### config.mk
export PLATFORM = sky130hd
export DESIGN_NAME = key_operand_assembler
export DESIGN_NICKNAME = d
export VERILOG_FILES = /design/src/rtl/calc_pkg.sv /design/src/rtl/digit_accumulator.sv /design/src/rtl/key_operand_assembler.sv
export SDC_FILE = /design/constraint.sdc
export NUM_CORES = 1
export LEC_CHECK = 0
export ABC_AREA = 1
export ABC_CLOCK_PERIOD_IN_PS = 5000
export CAP_MARGIN = 20
export CORE_UTILIZATION = 37
export DETAILED_ROUTE_END_ITERATION = 16
export SLEW_MARGIN = 40
export SYNTH_ARGS = -nofsm -noshare
export SYNTH_HDL_FRONTEND = slang
export SYNTH_SLANG_ARGS = --single-unit
### constraint.sdc
create_clock -name clk -period 5 [get_ports clk]
set_input_delay 0.5 -clock clk [delete_from_list [all_inputs] [get_ports clk]]
set_output_delay 0.5 -clock clk [all_outputs]
set_load 0.02 [all_outputs]
### src/rtl/calc_pkg.sv
// Shared types for the keypad-to-arithmetic operand path.
// Latency: none (types, constants and a pure helper function only).
// Backpressure: not applicable.
package calc_pkg;

  localparam int CALC_DATA_W = 16;

  typedef enum logic [2:0] {
    OP_NONE = 3'b000,
    OP_NEG  = 3'b001,
    OP_ADD  = 3'b010,
    OP_SUB  = 3'b011,
    OP_MUL  = 3'b100
  } op_t;

  typedef enum logic [1:0] {
    ENTER_A = 2'd0,
    ENTER_B = 2'd1,
    ISSUE   = 2'd2
  } asm_state_t;

  // True for operator codes that take two operands (add, sub, mul).
  function automatic logic is_binary_op(input logic [2:0] code);
    return (code == OP_ADD) || (code == OP_SUB) || (code == OP_MUL);
  endfunction

endpackage

### src/rtl/digit_accumulator.sv
// Decimal entry register: magnitude, sign and digit count of the operand being typed.
// Latency: one cycle from a digit/negate/clear strobe to the updated value_o.
// Backpressure: none; a digit that would exceed MAX_MAG is dropped and flagged on reject_o.
module digit_accumulator
  import calc_pkg::*;
#(
  parameter int DATA_W  = CALC_DATA_W,
  parameter int MAX_MAG = 32767
) (
  input  logic              clk,
  input  logic              rst,
  input  logic              clear_i,
  input  logic              digit_vld_i,
  input  logic [3:0]        digit_i,
  input  logic              negate_i,
  output logic [DATA_W-1:0] value_o,
  output logic              reject_o,
  output logic [2:0]        count_o
);

  // Four extra bits hold mag*10+9 for any DATA_W-bit magnitude.
  localparam int WIDE_W = DATA_W + 4;

  logic [DATA_W-1:0] mag_q, mag_d;
  logic              sign_q, sign_d;
  logic [2:0]        count_q, count_d;
  logic [DATA_W-1:0] value_q, value_d;
  logic              reject_q, reject_d;
  logic [WIDE_W-1:0] wide_mag;

  // Next-state: clear wins, otherwise fold in the digit and/or toggle the sign.
  always_comb begin
    wide_mag = WIDE_W'(mag_q) * WIDE_W'(10) + WIDE_W'(digit_i);
    mag_d    = mag_q;
    sign_d   = sign_q;
    count_d  = count_q;
    reject_d = 1'b0;
    if (clear_i) begin
      mag_d   = '0;
      sign_d  = 1'b0;
      count_d = '0;
    end else begin
      if (digit_vld_i) begin
        if (wide_mag > WIDE_W'(MAX_MAG)) begin
          reject_d = 1'b1;
        end else begin
          mag_d = wide_mag[DATA_W-1:0];
          if (count_q != 3'd7) count_d = count_q + 3'd1;
        end
      end
      if (negate_i) sign_d = ~sign_q;
    end
    // Negating a zero magnitude yields zero, so -0 displays as 0.
    value_d = sign_d ? (-mag_d) : mag_d;
  end

  // Entry registers.
  always_ff @(posedge clk or posedge rst) begin
    if (rst) begin
      mag_q    <= '0;
      sign_q   <= 1'b0;
      count_q  <= '0;
      value_q  <= '0;
      reject_q <= 1'b0;
    end else begin
      mag_q    <= mag_d;
      sign_q   <= sign_d;
      count_q  <= count_d;
      value_q  <= value_d;
      reject_q <= reject_d;
    end
  end

  assign value_o  = value_q;
  assign reject_o = reject_q;
  assign count_o  = count_q;

endmodule

### src/rtl/key_operand_assembler.sv
// Assembles keypad events into operands/operator and issues a calc request (KEY_OPERAND_CHAIN_EN adds result chaining).
// Latency: key_read one cycle after read_input is seen; calc_valid one cycle after the equal key is accepted.
// Backpressure: calc_valid holds with stable operands until calc_ready; keys wait un-acknowledged meanwhile.
module key_operand_assembler
  import calc_pkg::*;
#(
  parameter int DATA_W  = CALC_DATA_W,
  parameter int MAX_MAG = 32767
) (
  input  logic              clk,
  input  logic              RST,
  input  logic              read_input,
  input  logic [3:0]        keypad_input,
  input  logic [2:0]        operator_input,
  input  logic              equal_input,
  output logic              key_read,
  output logic [DATA_W-1:0] op_a,
  output logic [DATA_W-1:0] op_b,
  output logic [2:0]        op_sel,
  output logic              calc_valid,
  input  logic              calc_ready,
`ifdef KEY_OPERAND_CHAIN_EN
  input  logic [DATA_W-1:0] result_in,
`endif
  output logic [DATA_W-1:0] entry_value,
  output logic              digit_reject
);

  asm_state_t        state_q, state_d;
  logic              armed_q, armed_d;
  logic              key_read_q;
  logic [DATA_W-1:0] op_a_q, op_a_d;
  logic [DATA_W-1:0] op_b_q, op_b_d;
  logic [2:0]        op_sel_q, op_sel_d;

  logic              accept;
  logic              key_is_bin;
  logic              acc_clear, acc_digit, acc_neg;
  logic [2:0]        acc_count;
  logic [DATA_W-1:0] acc_value;

  digit_accumulator #(
    .DATA_W  (DATA_W),
    .MAX_MAG (MAX_MAG)
  ) u_acc (
    .clk         (clk),
    .rst         (RST),
    .clear_i     (acc_clear),
    .digit_vld_i (acc_digit),
    .digit_i     (keypad_input),
    .negate_i    (acc_neg),
    .value_o     (acc_value),
    .reject_o    (digit_reject),
    .count_o     (acc_count)
  );

  // Key decode and next-state: equal beats operator beats digit.
  always_comb begin
    accept     = read_input && armed_q && (state_q != ISSUE);
    key_is_bin = !equal_input && is_binary_op(operator_input);
    acc_digit  = accept && !equal_input && (operator_input == OP_NONE) && (keypad_input <= 4'd9);
    acc_neg    = accept && !equal_input && (operator_input == OP_NEG);
    acc_clear  = 1'b0;
    state_d    = state_q;
    op_a_d     = op_a_q;
    op_b_d     = op_b_q;
    op_sel_d   = op_sel_q;
    // A held key is consumed once; re-arm only after read_input drops.
    armed_d    = accept ? 1'b0 : (!read_input ? 1'b1 : armed_q);
    case (state_q)
      ENTER_A: begin
        if (accept && key_is_bin) begin
          op_a_d    = acc_value;
          op_sel_d  = operator_input;
          acc_clear = 1'b1;
          state_d   = ENTER_B;
        end
      end
      ENTER_B: begin
        if (accept && equal_input && (acc_count != 3'd0)) begin
          op_b_d  = acc_value;
          state_d = ISSUE;
        end else if (accept && key_is_bin && (acc_count == 3'd0)) begin
          op_sel_d = operator_input;
        end
      end
      ISSUE: begin
        if (calc_ready) begin
          acc_clear = 1'b1;
`ifdef KEY_OPERAND_CHAIN_EN
          op_a_d  = result_in;
          state_d = ENTER_B;
`else
          op_a_d  = '0;
          op_b_d  = '0;
          state_d = ENTER_A;
`endif
        end
      end
      default: state_d = ENTER_A;
    endcase
  end

  // State, handshake and latched operand registers.
  always_ff @(posedge clk or posedge RST) begin
    if (RST) begin
      state_q    <= ENTER_A;
      armed_q    <= 1'b1;
      key_read_q <= 1'b0;
      op_a_q     <= '0;
      op_b_q     <= '0;
      op_sel_q   <= OP_ADD;
    end else begin
      state_q    <= state_d;
      armed_q    <= armed_d;
      key_read_q <= accept;
      op_a_q     <= op_a_d;
      op_b_q     <= op_b_d;
      op_sel_q   <= op_sel_d;
    end
  end

  assign key_read    = key_read_q;
  assign op_a        = op_a_q;
  assign op_b        = op_b_q;
  assign op_sel      = op_sel_q;
  assign calc_valid  = (state_q == ISSUE);
  assign entry_value = acc_value;

endmodule

==> metrics list <==
* Result of the run: finished, final reports clean
- Synthesized cell area: 5130 µm²
* Number of top-level pins: 66
- At the end of the flow the core is filled with cells to 46.8%.
* Share of final-layout standard cells stronger than drive strength 1: 10.9%
- Worst Path Max Fanout: 17
- Maximum Capacitance Violations: 0
- Across the routed clock network, the largest skew measured is 0.00447 ns.
- The clock passes through at most 2 buffers.
- Number of diodes added for antenna fixing: 0
- The floorplan step set the die width to 120 µm.
* TritonCTS clock tree: done
* Worst vdd rail ir drop: 0.349 mV
* Average via count per standard cell: 4.85
* Post-detail-place hpwl: 9960 µm
- The number of global-route vias before repair was 4416.
- For this design the ratio of total power to cell area is 685 nW/µm².
- During synthesis, Yosys emitted a total of 0 warnings.
- CP required: 5.21 ns
* Total Die Area: 14400 µm²
- Net count after synthesis: 746
- Counting distinct cell types in the post-synthesis netlist gives 32.
* Pin count of the biggest net entering global routing: 41
- Measured along the y axis, the die boundary spans 120 µm.
* Initial Util: 38.3%
* Synth-to-Final Area Change: 22.2%
- Share of flip-flops with an asynchronous set or reset: 100%
- The count of nets left with antenna violations once routing finished came out at 0.
- Number of hold buffers added after CTS: 0
- Cell row count: 42
- Worst Hold Path Cells: 2
- Final hold analysis gives a worst-case slack of 0.470 ns.
- Core Region: 13400 µm²
* Gate Count Post-Synth: 697
- Final hold violation count: 0
* Antenna violations before repair: 0
- At the later pin of the worst-skew pair, clock insertion delay measures 0.32 ns.
- Flops & latches, synth: 75
* Number of buffers inserted by port buffering: 65
- Clock-pin slew was measured on the worst setup and hold paths at 0.06 ns.
- For this run, the detailed router's first-pass iteration total came to 5.
- After routing, the total negative slack on setup checks comes to 0 ns.
* Startpoint type of the worst setup path: flop
- Via count: 4599
- Tightest slew margin relative to the limit: 53.7%
* Final min period: 4.32 ns
- Final-report setup violation count: 0
- # H-tree levels: 3
- The most used flip-flop cell after synthesis is sky130_fd_sc_hd__dfrtp_1.
- Derived from the worst setup path, the maximum achievable clock frequency is 0.232 GHz.
- Transition time at the pin with the least slew margin: 0.694 ns
- The synthesized design contains 0 enable-type register cells.
- The worst register-to-register path has a depth of 25.
- Dividing the final minimum period by the clock period gives 86.3%.
- Clock tree synthesis selected as its root buffer the cell sky130_fd_sc_hd__clkbuf_16.
- Wire length of the first global-routing pass: 20900 µm
- Data arrival time of the critical path: 4.53 ns
- Total grt overflow: 0
* Post-CTS sizing: 0
- The number of max-slew violations in the final report was 0.
- The final layout contains routed wiring with a total length of 12500 µm.
- Number of clock buffers inserted by TritonCTS: 9
- The first routing iteration left 234 violations.
- The min-delay analysis places its worst path in the category flop to flop.
- GRT Total Usage: 18.3%
- In the final routed layout, each cell accounts on average for 13.2 µm.
* Critical Setup Path Class: flop to flop
- Buffers added to address setup during post-CTS repair amount to 0.
- Setup repair after global routing left no endpoint under its margin.
- STA classifies the critical path endpoint as a flop.
- For this design the static power due to leakage is 3.36 nW.
- At the end of the flow, the number of nets in the layout was 816.
- After detailed routing, the number of remaining DRC violations is 0.
- The congestion estimate from routability-driven global placement came to 0.848.
- Share of the yosys chip area belonging to registers: 36.6%
- Syn Area/Cell: 7.37 µm²
- CTS Sinks: 75
sequential cells by signal (all words and copies together), names as in the netlist:
signal / cells
op_a: 16
op_b: 16
u_acc.mag_q: 16
u_acc.value_o: 15
op_sel: 3
u_acc.count_o: 3
state_q: 2
armed_q: 1
key_read: 1
u_acc.reject_o: 1
u_acc.sign_q: 1
path summary, 6_finish.rpt:
kind | from | end | slack (ns)
min in group asynchronous | RST | op_a[4]$_DFFE_PP0P_ | 0.59
setup reg to reg | u_acc.mag_q[1]$_DFF_PP0_ | u_acc.value_o[14]$_DFF_PP0_ | 0.68
setup / recovery | u_acc.mag_q[1]$_DFF_PP0_ | u_acc.value_o[14]$_DFF_PP0_ | 0.68
max in group asynchronous | RST | op_b[8]$_DFFE_PP0P_ | 3.51
hold reg to reg | op_sel[1]$_DFFE_PP1P_ | op_sel[1]$_DFFE_PP1P_ | 0.47
hold / removal | op_sel[1]$_DFFE_PP1P_ | op_sel[1]$_DFFE_PP1P_ | 0.47
metrics by stage:
| stage | total power [mW] | setup slack [ns] | area (µm²) | instances |
|---|---|---|---|---|
| floorplan | 2.92 | 1.36 | 5130 | 697 |
| global placement | 3.66 | 0.891 | 5990 | 932 |
| detailed placement | 3.70 | 0.716 | 5990 | 932 |
| CTS | 4.33 | 0.686 | 6270 | 948 |
| global route | 4.70 | 0.209 | 6280 | 948 |
| finish | 4.30 | 0.685 | 6280 | 948 |
critical path: stages (launching register included):
cell and delay (ns):
sky130_fd_sc_hd__dfrtp_1 0.43, sky130_fd_sc_hd__ha_1 0.32, sky130_fd_sc_hd__ha_1 0.25, sky130_fd_sc_hd__inv_1 0.09, sky130_fd_sc_hd__fa_1 0.45, sky130_fd_sc_hd__nor2_1 0.15, sky130_fd_sc_hd__nand3_1 0.12, sky130_fd_sc_hd__nand2_1 0.08
sky130_fd_sc_hd__nand2_1 0.08, sky130_fd_sc_hd__nor2_1 0.10, sky130_fd_sc_hd__nand3_1 0.12, sky130_fd_sc_hd__nor2_1 0.11, sky130_fd_sc_hd__nand3_1 0.08, sky130_fd_sc_hd__nand2_1 0.07, sky130_fd_sc_hd__nand3_2 0.11, sky130_fd_sc_hd__nor2_8 0.22
sky130_fd_sc_hd__nand3_4 0.23, sky130_fd_sc_hd__o21ai_1 0.22, sky130_fd_sc_hd__nor2_2 0.07, sky130_fd_sc_hd__inv_1 0.09, sky130_fd_sc_hd__ha_1 0.20, sky130_fd_sc_hd__nand2_1 0.08, sky130_fd_sc_hd__nor3_1 0.26, sky130_fd_sc_hd__nand3_1 0.14
sky130_fd_sc_hd__nand3_1 0.09, sky130_fd_sc_hd__nand2_1 0.05
cells in the mapped netlist, types with 2 or more instances:
master | instances | area, µm²
sky130_fd_sc_hd__dfstp_2 | 2 | 52.6
sky130_fd_sc_hd__nor2_4 | 2 | 22.5
sky130_fd_sc_hd__nor3_1 | 3 | 15.0
sky130_fd_sc_hd__clkbuf_1 | 9 | 33.8
sky130_fd_sc_hd__nor2_1 | 38 | 143
sky130_fd_sc_hd__inv_2 | 7 | 26.3
sky130_fd_sc_hd__ha_1 | 35 | 438
sky130_fd_sc_hd__buf_4 | 3 | 22.5
sky130_fd_sc_hd__inv_1 | 118 | 443
sky130_fd_sc_hd__nand4_1 | 22 | 138
sky130_fd_sc_hd__dfrtp_1 | 73 | 1830
sky130_fd_sc_hd__nand2_1 | 186 | 698
sky130_fd_sc_hd__xor2_1 | 15 | 131
sky130_fd_sc_hd__nand2_4 | 3 | 33.8
sky130_fd_sc_hd__nand2_2 | 26 | 163
sky130_fd_sc_hd__nand3_1 | 66 | 330
sky130_fd_sc_hd__fa_1 | 2 | 40.0
sky130_fd_sc_hd__nor2_2 | 5 | 31.3
sky130_fd_sc_hd__o21ai_0 | 45 | 225
sky130_fd_sc_hd__a21oi_1 | 14 | 70.1
sky130_fd_sc_hd__nand3_4 | 3 | 52.6
sky130_fd_sc_hd__nand3_2 | 10 | 100
layer usage:
| layer | GRT usage [%] | wire length (µm) | up-vias |
|---|---|---|---|
| met3 | 2.33 | 371 | 19 |
| li1 | - | - | 2349 |
| met1 | 23.9 | 6030 | 2118 |
| met5 | 0 | 0 | - |
| met2 | 30.6 | 5850 | 113 |
| met4 | 7.34 | 276 | 0 |
layout make-up:
type | count | area [µm²]
fillers | 1323 | 7120
clock buffers | 13 | 260
clock inverters | 3 | 21.3
flip-flops and latches | 75 | 1880
inverters | 125 | 470
well taps | 176 | 220
multi-input cells | 483 | 2710
repair buffers | 73 | 711
cells in the final DEF, fill, tap and decap left out, types with 2 or more instances in the layout:
cell type | netlist | layout
sky130_fd_sc_hd__inv_2 | 7 | 7
sky130_fd_sc_hd__a21oi_1 | 14 | 14
sky130_fd_sc_hd__xor2_1 | 15 | 15
sky130_fd_sc_hd__nand2_1 | 186 | 186
sky130_fd_sc_hd__fa_1 | 2 | 2
sky130_fd_sc_hd__clkbuf_16 | 0 | 9
sky130_fd_sc_hd__clkdlybuf4s50_1 | 0 | 65
sky130_fd_sc_hd__nand3_4 | 3 | 3
sky130_fd_sc_hd__clkbuf_8 | 0 | 2
sky130_fd_sc_hd__dfstp_2 | 2 | 2
sky130_fd_sc_hd__nand3_1 | 66 | 66
sky130_fd_sc_hd__clkbuf_1 | 9 | 2
sky130_fd_sc_hd__nand2_2 | 26 | 26
sky130_fd_sc_hd__nor2_1 | 38 | 38
sky130_fd_sc_hd__nor3_1 | 3 | 3
sky130_fd_sc_hd__o21ai_0 | 45 | 45
sky130_fd_sc_hd__nand2_4 | 3 | 3
sky130_fd_sc_hd__ha_1 | 35 | 35
sky130_fd_sc_hd__dfrtp_1 | 73 | 73
sky130_fd_sc_hd__nor2_2 | 5 | 5
sky130_fd_sc_hd__buf_4 | 3 | 8
sky130_fd_sc_hd__nand4_1 | 22 | 22
sky130_fd_sc_hd__nor2_4 | 2 | 2
sky130_fd_sc_hd__clkinv_2 | 0 | 2
sky130_fd_sc_hd__nand3_2 | 10 | 10
sky130_fd_sc_hd__inv_1 | 118 | 117
logic make-up after synthesis:
group	Yosys count	share of synthesized area [%]
AO/OA/AOI/OAI	64	6.41
XOR/XNOR	16	2.88
adder cells (fa/ha/maj)	37	9.31
buffers and inverters	139	10.6
flip-flops	75	36.6
AND/OR/NAND/NOR	366	34.3
power by group:
group | switching (mW) | total (mW) | leakage, nW | internal, mW
Combinational | 1.66 | 2.64 | 2.24 | 0.982
Clock | 0.236 | 0.600 | 0.136 | 0.364
Sequential | 0.199 | 1.05 | 0.989 | 0.855
(Power assumes the default switching activity.)
